**src/rtl/mem_arb_pkg.sv**
```systemverilog
// Shared types and defaults for the unified-memory arbiter.
// Holds the FSM state and owner encodings plus default widths.
package mem_arb_pkg;

  typedef enum logic [1:0] {
    IDLE = 2'd0,
    WAIT = 2'd1,
    RESP = 2'd2
  } arbState_t;

  typedef enum logic {
    OWN_IF = 1'b0,
    OWN_D  = 1'b1
  } arbOwner_t;

  localparam int DEF_ADDR_W      = 32;
  localparam int DEF_DATA_W      = 32;
  localparam int DEF_MAX_DSTREAK = 4;

  // Bits needed to hold a streak count of 0..maxStreak.
  function automatic int streakWidth(input int maxStreak);
    int w;
    w = $clog2(maxStreak + 1);
    return (w < 1) ? 1 : w;
  endfunction

endpackage

```
**src/rtl/mem_arb_grant.sv**
```systemverilog
// Winner selection for the shared memory port.
// Data requests win by default; after MAX_DSTREAK consecutive data grants
// made while a fetch was waiting, the fetch is given the next grant.
module mem_arb_grant
  import mem_arb_pkg::*;
#(
  parameter int MAX_DSTREAK = DEF_MAX_DSTREAK
) (
  input  logic      clk,
  input  logic      rst,
  input  logic      ifReq,
  input  logic      dReq,
  input  logic      grant,
  output arbOwner_t winner
);

  localparam int SW = streakWidth(MAX_DSTREAK);
  localparam logic [SW-1:0] STREAK_MAX = SW'(MAX_DSTREAK);

  logic [SW-1:0] streakReg;
  logic [SW-1:0] streakNext;
  logic          streakFull;

  assign streakFull = (streakReg == STREAK_MAX);

  // Pick the winner: data unless a waiting fetch has been passed over too often.
  always_comb begin
    winner = OWN_IF;
    if (dReq && !(ifReq && streakFull)) begin
      winner = OWN_D;
    end
  end

  // Streak bookkeeping, only moves on an actual grant.
  always_comb begin
    streakNext = streakReg;
    if (grant) begin
      if (winner == OWN_D) begin
        if (!ifReq) begin
          streakNext = '0;
        end else if (!streakFull) begin
          streakNext = streakReg + 1'b1;
        end
      end else begin
        streakNext = '0;
      end
    end
  end

  // Streak register.
  always_ff @(posedge clk or posedge rst) begin
    if (rst) begin
      streakReg <= '0;
    end else begin
      streakReg <= streakNext;
    end
  end

endmodule

```
**src/rtl/mem_arbiter.sv**
```systemverilog
// Single-port memory arbiter between the fetch stage and the load/store
// stage. One transaction outstanding at a time: issue in IDLE, wait for the
// memory response, then pulse the owner's ack for one cycle in RESP.
module mem_arbiter
  import mem_arb_pkg::*;
#(
  parameter int ADDR_W      = DEF_ADDR_W,
  parameter int DATA_W      = DEF_DATA_W,
  parameter int MAX_DSTREAK = DEF_MAX_DSTREAK
) (
  input  logic                clk,
  input  logic                rst,

  input  logic                if_req_i,
  input  logic [ADDR_W-1:0]   if_addr_i,
  output logic [DATA_W-1:0]   if_rdata_o,
  output logic                if_ack_o,

  input  logic                d_req_i,
  input  logic                d_we_i,
  input  logic [ADDR_W-1:0]   d_addr_i,
  input  logic [DATA_W-1:0]   d_wdata_i,
  input  logic [DATA_W/8-1:0] d_be_i,
  output logic [DATA_W-1:0]   d_rdata_o,
  output logic                d_ack_o,

  output logic                mem_req_o,
  output logic                mem_we_o,
  output logic [ADDR_W-1:0]   mem_addr_o,
  output logic [DATA_W-1:0]   mem_wdata_o,
  output logic [DATA_W/8-1:0] mem_be_o,
  input  logic                mem_rvalid_i,
  input  logic [DATA_W-1:0]   mem_rdata_i,

  output logic                stall_if_o,
  output logic                stall_mem_o
);

  arbState_t         stateReg;
  arbState_t         stateNext;
  arbOwner_t         ownerReg;
  arbOwner_t         ownerNext;
  logic              weReg;
  logic              weNext;
  logic              ifAckReg;
  logic              dAckReg;
  logic [DATA_W-1:0] ifRdataReg;
  logic [DATA_W-1:0] dRdataReg;

  logic              anyReq;
  logic              issue;
  logic              respTaken;
  arbOwner_t         winner;

  assign anyReq = if_req_i | d_req_i;

  // A response counts only while a transaction is outstanding; anything
  // arriving in IDLE or RESP (e.g. left over from before a reset) is dropped.
  assign respTaken = (stateReg == WAIT) && mem_rvalid_i;

  mem_arb_grant #(
    .MAX_DSTREAK(MAX_DSTREAK)
  ) uGrant (
    .clk    (clk),
    .rst    (rst),
    .ifReq  (if_req_i),
    .dReq   (d_req_i),
    .grant  (issue),
    .winner (winner)
  );

  // Next-state logic: issue from IDLE, wait for the response, one ack cycle.
  always_comb begin
    stateNext = stateReg;
    ownerNext = ownerReg;
    weNext    = weReg;
    issue     = 1'b0;
    case (stateReg)
      IDLE: begin
        // Nothing is issued while reset is held, even though IDLE is combinational.
        if (anyReq && !rst) begin
          issue     = 1'b1;
          ownerNext = winner;
          weNext    = (winner == OWN_D) && d_we_i;
          stateNext = WAIT;
        end
      end
      WAIT: begin
        if (mem_rvalid_i) begin
          stateNext = RESP;
        end
      end
      RESP: begin
        stateNext = IDLE;
      end
      default: begin
        stateNext = IDLE;
      end
    endcase
  end

  // Memory request fields: the winner's fields during the issue cycle, zero otherwise.
  always_comb begin
    mem_req_o   = 1'b0;
    mem_we_o    = 1'b0;
    mem_addr_o  = '0;
    mem_wdata_o = '0;
    mem_be_o    = '0;
    if (issue) begin
      mem_req_o = 1'b1;
      if (winner == OWN_D) begin
        mem_we_o    = d_we_i;
        mem_addr_o  = d_addr_i;
        mem_wdata_o = d_wdata_i;
        mem_be_o    = d_be_i;
      end else begin
        mem_addr_o  = if_addr_i;
      end
    end
  end

  // FSM state, owner and direction of the outstanding transaction.
  always_ff @(posedge clk or posedge rst) begin
    if (rst) begin
      stateReg <= IDLE;
      ownerReg <= OWN_IF;
      weReg    <= 1'b0;
    end else begin
      stateReg <= stateNext;
      ownerReg <= ownerNext;
      weReg    <= weNext;
    end
  end

  // Response capture: the ack is high exactly during RESP; stores keep the old load data.
  always_ff @(posedge clk or posedge rst) begin
    if (rst) begin
      ifAckReg   <= 1'b0;
      dAckReg    <= 1'b0;
      ifRdataReg <= '0;
      dRdataReg  <= '0;
    end else begin
      ifAckReg <= 1'b0;
      dAckReg  <= 1'b0;
      if (respTaken) begin
        if (ownerReg == OWN_IF) begin
          ifAckReg   <= 1'b1;
          ifRdataReg <= mem_rdata_i;
        end else begin
          dAckReg <= 1'b1;
          if (!weReg) begin
            dRdataReg <= mem_rdata_i;
          end
        end
      end
    end
  end

  assign if_ack_o   = ifAckReg;
  assign d_ack_o    = dAckReg;
  assign if_rdata_o = ifRdataReg;
  assign d_rdata_o  = dRdataReg;

  // Stalls hold the requesting stage until its ack cycle.
  assign stall_if_o  = if_req_i & ~ifAckReg;
  assign stall_mem_o = d_req_i & ~dAckReg;

endmodule

```
**config.mk**
```make
export PLATFORM = sky130hd
export DESIGN_NAME = mem_arbiter
export DESIGN_NICKNAME = d
export VERILOG_FILES = /design/src/rtl/mem_arb_pkg.sv /design/src/rtl/mem_arb_grant.sv /design/src/rtl/mem_arbiter.sv
export SDC_FILE = /design/constraint.sdc
export NUM_CORES = 1
export LEC_CHECK = 0
export BUFFER_PORTS_ARGS = -buffer_cell sky130_fd_sc_hd__buf_2
export CAP_MARGIN = 40
export CORE_AREA = 2 2 106 108
export CTS_CLUSTER_DIAMETER = 80
export CTS_CLUSTER_SIZE = 28
export DETAILED_ROUTE_END_ITERATION = 10
export DIE_AREA = 0 0 108 110
export GPL_TIMING_DRIVEN = 0
export HOLD_SLACK_MARGIN = 0.03
export PLACE_DENSITY = 0.75
export SETUP_SLACK_MARGIN = 0.5
export SKIP_CTS_REPAIR_TIMING = 1
export SYNTH_ARGS = -nofsm -noshare
export SYNTH_HDL_FRONTEND = slang
export SYNTH_HIERARCHICAL = 1
export SYNTH_SLANG_ARGS = --single-unit
```
**constraint.sdc**
```tcl
create_clock -name clk -period 2.25 [get_ports clk]
set_input_delay 0.3375 -clock clk [delete_from_list [all_inputs] [get_ports clk]]
set_output_delay 0.3375 -clock clk [all_outputs]
set_load 0.02 [all_outputs]
```
After elaboration in Yosys (flattened, before gate mapping)
Cells that the tools add are included.

Bits in registers: 73. Output and inout bits: 138. Logic and storage cells: 56.

Bitwise logic cells: 7. Mux-type cells: 22. Reductions and logical operators: 13. $add $sub $neg: 1. Eq/ne operators: 5.

Operators by type and width (number): $mux W32 (4); $mux W1 (10); $mux W3 (3); $mux W4 (2); $reduce_and A2 Y1 (4); $logic_and A1 B1 Y1 (5); $mux W2 (2); $ne A2 B2 Y1 const B (2); $not A1 Y1 (4); $pmux W2 S2 (1); $add A3 B1 Y3 const B (1); $eq A3 B3 Y1 const B (1); $ne A3 B3 Y1 const B (1); $reduce_and A3 Y1 (1); $and A1 B1 Y1 (2); $eq A2 B1 Y1 const B (1); $logic_not A1 Y1 (2); $logic_not A2 Y1 (1); $or A1 B1 Y1 (1).

Longest topological paths before layout
Depth after elaboration: 7. Depth in mapped cells: 8. Depth with buffers taken out: 5.

Modules after synthesis
Netlist, hierarchy kept.

Modules (own cells, without submodules): mem_arbiter (times used 1, area an instance 3383.2 um^2, sequential area each 1751.7 um^2, cells an instance 275); mem_arb_grant (times used 1, area an instance 188.9 um^2, sequential area each 75.1 um^2, cells an instance 21).

Worst setup path after synthesis
OpenSTA, ideal clock, no wires.

Path kind: flip-flop to output port. Start: register uGrant.streakReg[0]. End: output mem_addr_o[10]. Slack: 0.039 ns. Buffers on the path: 2. Cell stages (with the launch flop): 8. Arrival: 1.873 ns. Cell sequence: dfrtp_1 inv_1 ha_1 a31oi_1 clkbuf_1 buf_1 mux2i_1 nor2_1.

Cells in the longest elaborated chain, start to end: 7.

Ends and longest elaborated chain: start, declared (line mem_arb_grant.sv:20) `logic [SW-1:0] streakReg;`; start signal, assigned (line mem_arb_grant.sv:55) `streakReg <= streakNext;`; $eq A3 B3 Y1 (line mem_arb_grant.sv:24) `assign streakFull = (streakReg == STREAK_MAX);`; $logic_and A1 B1 Y1 (line mem_arb_grant.sv:29) `if (dReq && !(ifReq && streakFull)) begin`; $logic_not A1 Y1 (line mem_arb_grant.sv:29); $logic_and A1 B1 Y1 (line mem_arb_grant.sv:29); $mux W1 (line mem_arb_grant.sv:29); named net winner (line mem_arbiter.sv:53) `arbOwner_t winner;`; $mux W32 (line mem_arbiter.sv:111) `if (winner == OWN_D) begin`; $mux W32 (line mem_arbiter.sv:109) `if (issue) begin`; end, declared (line mem_arbiter.sv:29) `output logic [ADDR_W-1:0] mem_addr_o,`.

The timed path passes the listed nets, and every way through them passes these cells.

Worst setup path after layout
Start: register stateReg[0]. End: output mem_addr_o[18].

Cells in the longest elaborated chain, start to end: 3.

Ends and longest elaborated chain: start, declared (line mem_arbiter.sv:39) `arbState_t stateReg;`; start signal, assigned (line mem_arbiter.sv:129) `stateReg <= stateNext;`; $logic_not A2 Y1 (line mem_arbiter.sv:78) `case (stateReg)`; $mux W1 (line mem_arbiter.sv:78); $mux W32 (line mem_arbiter.sv:109).

Every way passes these cells.

==> summary.txt <==
Setup path
  • Worst-path cell chain: or4_4 > buf_8 > clkbuf_4 > nor2_1 > buf_2
  • Critical Path RT: 1.91 ns
  • R2r worst-path depth: 9
  • Type of destination of the critical path: output pin
  • Worst EP arrival: 2.00 ns
  • Crit-path leading delay family: simple AND/OR/NAND/NOR gates
  • Reg-to-reg endpoint: uGrant/streakReg[0]
  • Crit path launch: stateReg[0]
  • Reg2reg start: stateReg[0]
  • Slowest cell on the critical path: or4_4
  • CP Max Fanout: 10
  • Crit path depth: 5
  • R2R setup slack: 0.32 ns
  • Slowest stage delay, CP: 0.49 ns
  • WS Path Type: reg2out
  • CP startpoint kind: register
  • CP endpoint: mem_addr_o[18]
  • Bufs and invs on worst path: 3

STA
  • Tmin final: 2.33 ns
  • RSZ-0062 raised after global routing: yes
  • Worst Clk Skew: 0.00604 ns
  • Final worst-path setup slack: -0.0845 ns
  • Tcrit/Tclk final: 104%
  • Final slew viol count: 0
  • Fmax: 0.428 GHz
  • Hold_ws: 0.104 ns
  • Tightest Pin Transition: 0.665 ns
  • Fin. Hold Viols: 0
  • Worst slew margin: 55.6%
  • Endpoints failing setup: 47

Placement
  • GP Congestion: 0.866
  • Placed Cells: 712
  • Number of port buffers: 275
  • Post-placement cell area: 0.00574 mm^2
  • Post-DP HPWL: 9910 um

Flow run
  • Max cap viols: 0

Logic synthesis
  • Cell taking the most area after synthesis: dfrtp_1
  • Post-synth ARST share: 100%
  • Synth Instances: 296
  • Syn nets: 436
  • Post-synthesis sequential area ratio: 51.1%
  • Synthesized area: 0.00357 mm^2
  • Post-synth top flop: dfrtp_1
  • Synth top area cells: dfrtp_1 (51%), mux2_2 (20%), mux2i_1 (9.5%)
  • Area share of the largest cell type after synthesis: 51.1%
  • Syn avg cell area: 12.1 um^2
  • Synth cell types: 29
  • Synth Register Bits: 73
  • EDFF count, synth: 0
  • Yosys warns: 6

GRT
  • Total congestion overflow: 0
  • First-pass GRT wire length: 17300 um
  • Total GRT Usage: 18.9%
  • Vias in the first global route: 3489
  • Initial antenna violation count: 1
  • Largest net degree at the start of global routing: 43

Finish
  • Area grow syn2layout: 85.3%
  • Fin area: 0.00662 mm^2
  • Fraction of layout cells with a size suffix above 1: 80.4%
  • Register area: 0.00183 mm^2
  • Multi-input logic area: 0.00222 mm^2
  • Final #Nets: 741
  • Non-filler instance count after layout: 747
  • FILL cells: 858

Clock network
  • CTS Sinks: 73
  • H-tree levels: 3
  • Clock Latency Late Sink: 0.34 ns
  • Clk slew on worst S/H paths: 0.08 ns
  • Root Driver: clkbuf_8
  • CTS tree: built
  • Num CTS Buffers: 9
  • Max clock buf depth: 2

Die
  • Core Area: 0.0107 mm^2
  • IO Pins: 276
  • Starting Density: 33.4%
  • Horiz. Die Dim: 108 um
  • Cell row count: 38
  • Die height: 110 um
  • Die area: 0.0119 mm^2

Pwr
  • IR drop worst, VDD: 0.881 mV
  • PD cells: 968 mW/mm^2
  • Leak pwr: 3.23 nW

Routing
  • Routed len/inst: 18.0 um
  • Vias per cell: 4.79
  • DR vias: 3578
  • Drc violations: 0
  • Iteration count of the initial detailed-routing pass: 4
  • 1st-iter DRT viols: 147
  • Antenna Nets Post-Route: 0
  • Final wirelength: 13400 um

Run status
  • Status: finished, violations left
  • Failing checks: negative setup slack

Hold path
  • Hold crit path type: in2async
[power breakdown]
part / switching (mW) / internal, mW
Combinational: 1.76 / 1.44
Sequential: 0.302 / 1.92
Clock: 0.470 / 0.515
[sequential cells by signal, indices dropped and copies added, names as in the netlist]
register          flops
d_ack_o               1
stateReg              2
ownerReg              1
if_rdata_o           32
uGrant/streakReg      3
weReg                 1
d_rdata_o            32
if_ack_o              1
[layer usage]
metal  global-route usage, %  vias to the layer above  wire length (um)
met3                    7.05                       30              1210
met1                    19.0                     1727              4690
li1                        -                     1644                 -
met4                    6.50                        0               468
met5                       0                        -                 0
met2                    35.8                      177              7060
[stage by stage]
stage	utilization [%]	power (mW)	TNS [ns]	setup WS, ns
2_1_floorplan	-	4.12	0	0.318
3_3_place_gp	53.4	5.11	0	0.0670
3_5_place_dp	53.6	5.21	0	0.0582
4_1_cts	55.4	6.23	-10.78	-0.243
5_1_grt	61.9	6.77	-6.51	-0.245
6_report	61.9	6.41	-1.69	-0.0845
[kinds of logic (layout without fill, tap and decap cells)]
logic type,Yosys count,after routing,share of synthesized area (%)
buffers and inverters,32,342,4.69
multiplexers,99,99,30.0
AND/OR/NAND/NOR,85,85,12.6
flip-flops,73,73,51.1
adder cells (fa/ha/maj),2,2,0.700
AO/OA/AOI/OAI,5,5,0.840
other,0,1,0
[how the worst min path moves through the flow]
stage / endpoint / startpoint / slack [ns]
6_report: if_ack_o / rst / 0.10
5_1_grt: if_ack_o / rst / 0.12
4_1_cts: uGrant/streakReg[0] / rst / -0.14
3_5_place_dp: uGrant/streakReg[2] / rst / 0.25
3_3_place_gp: uGrant/streakReg[1] / rst / 0.24
2_1_floorplan: uGrant/streakReg[0] / rst / 0.09
[placed cells by master, fill, tap and decap left out, types with 3 or more instances in the layout]
master	n
and3_2	3
and3_4	33
buf_12	6
buf_2	233
buf_4	20
buf_6	46
buf_8	3
clkbuf_1	3
clkbuf_16	5
clkbuf_8	10
clkinvlp_4	3
dfrtp_1	73
inv_1	4
mux2_2	64
mux2i_1	11
mux2i_2	3
mux2i_4	20
nand2_1	3
nor2_1	9
nor2_4	23
nor2b_1	3
[Yosys cell counts, types with 3 or more instances]
cell type and count:
mux2_2 64, nor2_1 34, clkbuf_1 7, buf_2 6
inv_1 7, and3_1 36, nand2_1 4, nor2b_1 3
buf_4 3, dfrtp_1 73, mux2i_1 34, buf_1 4
[worst reg2reg max path, delay by kind of cell, from the launching register on]
family                 cells  cell delay [ns]
and+or+nand+nor            2             0.60
buffers and inverters      6             0.75
DFF                        1             0.39
muxes                      1             0.14
[final cells by class]
class / count / area share (%)
multi-input cells: 191 / 33.5
clock buffers: 12 / 2.04
plain buffers: 24 / 4.31
well taps: 140 / 2.65
flip-flops and latches: 73 / 27.6
clock inverters: 4 / 0.813
diodes: 1 / 0.0378
inverters: 8 / 0.586
repair buffers: 294 / 28.4
Note: power is estimated with default switching activity, not from simulation.
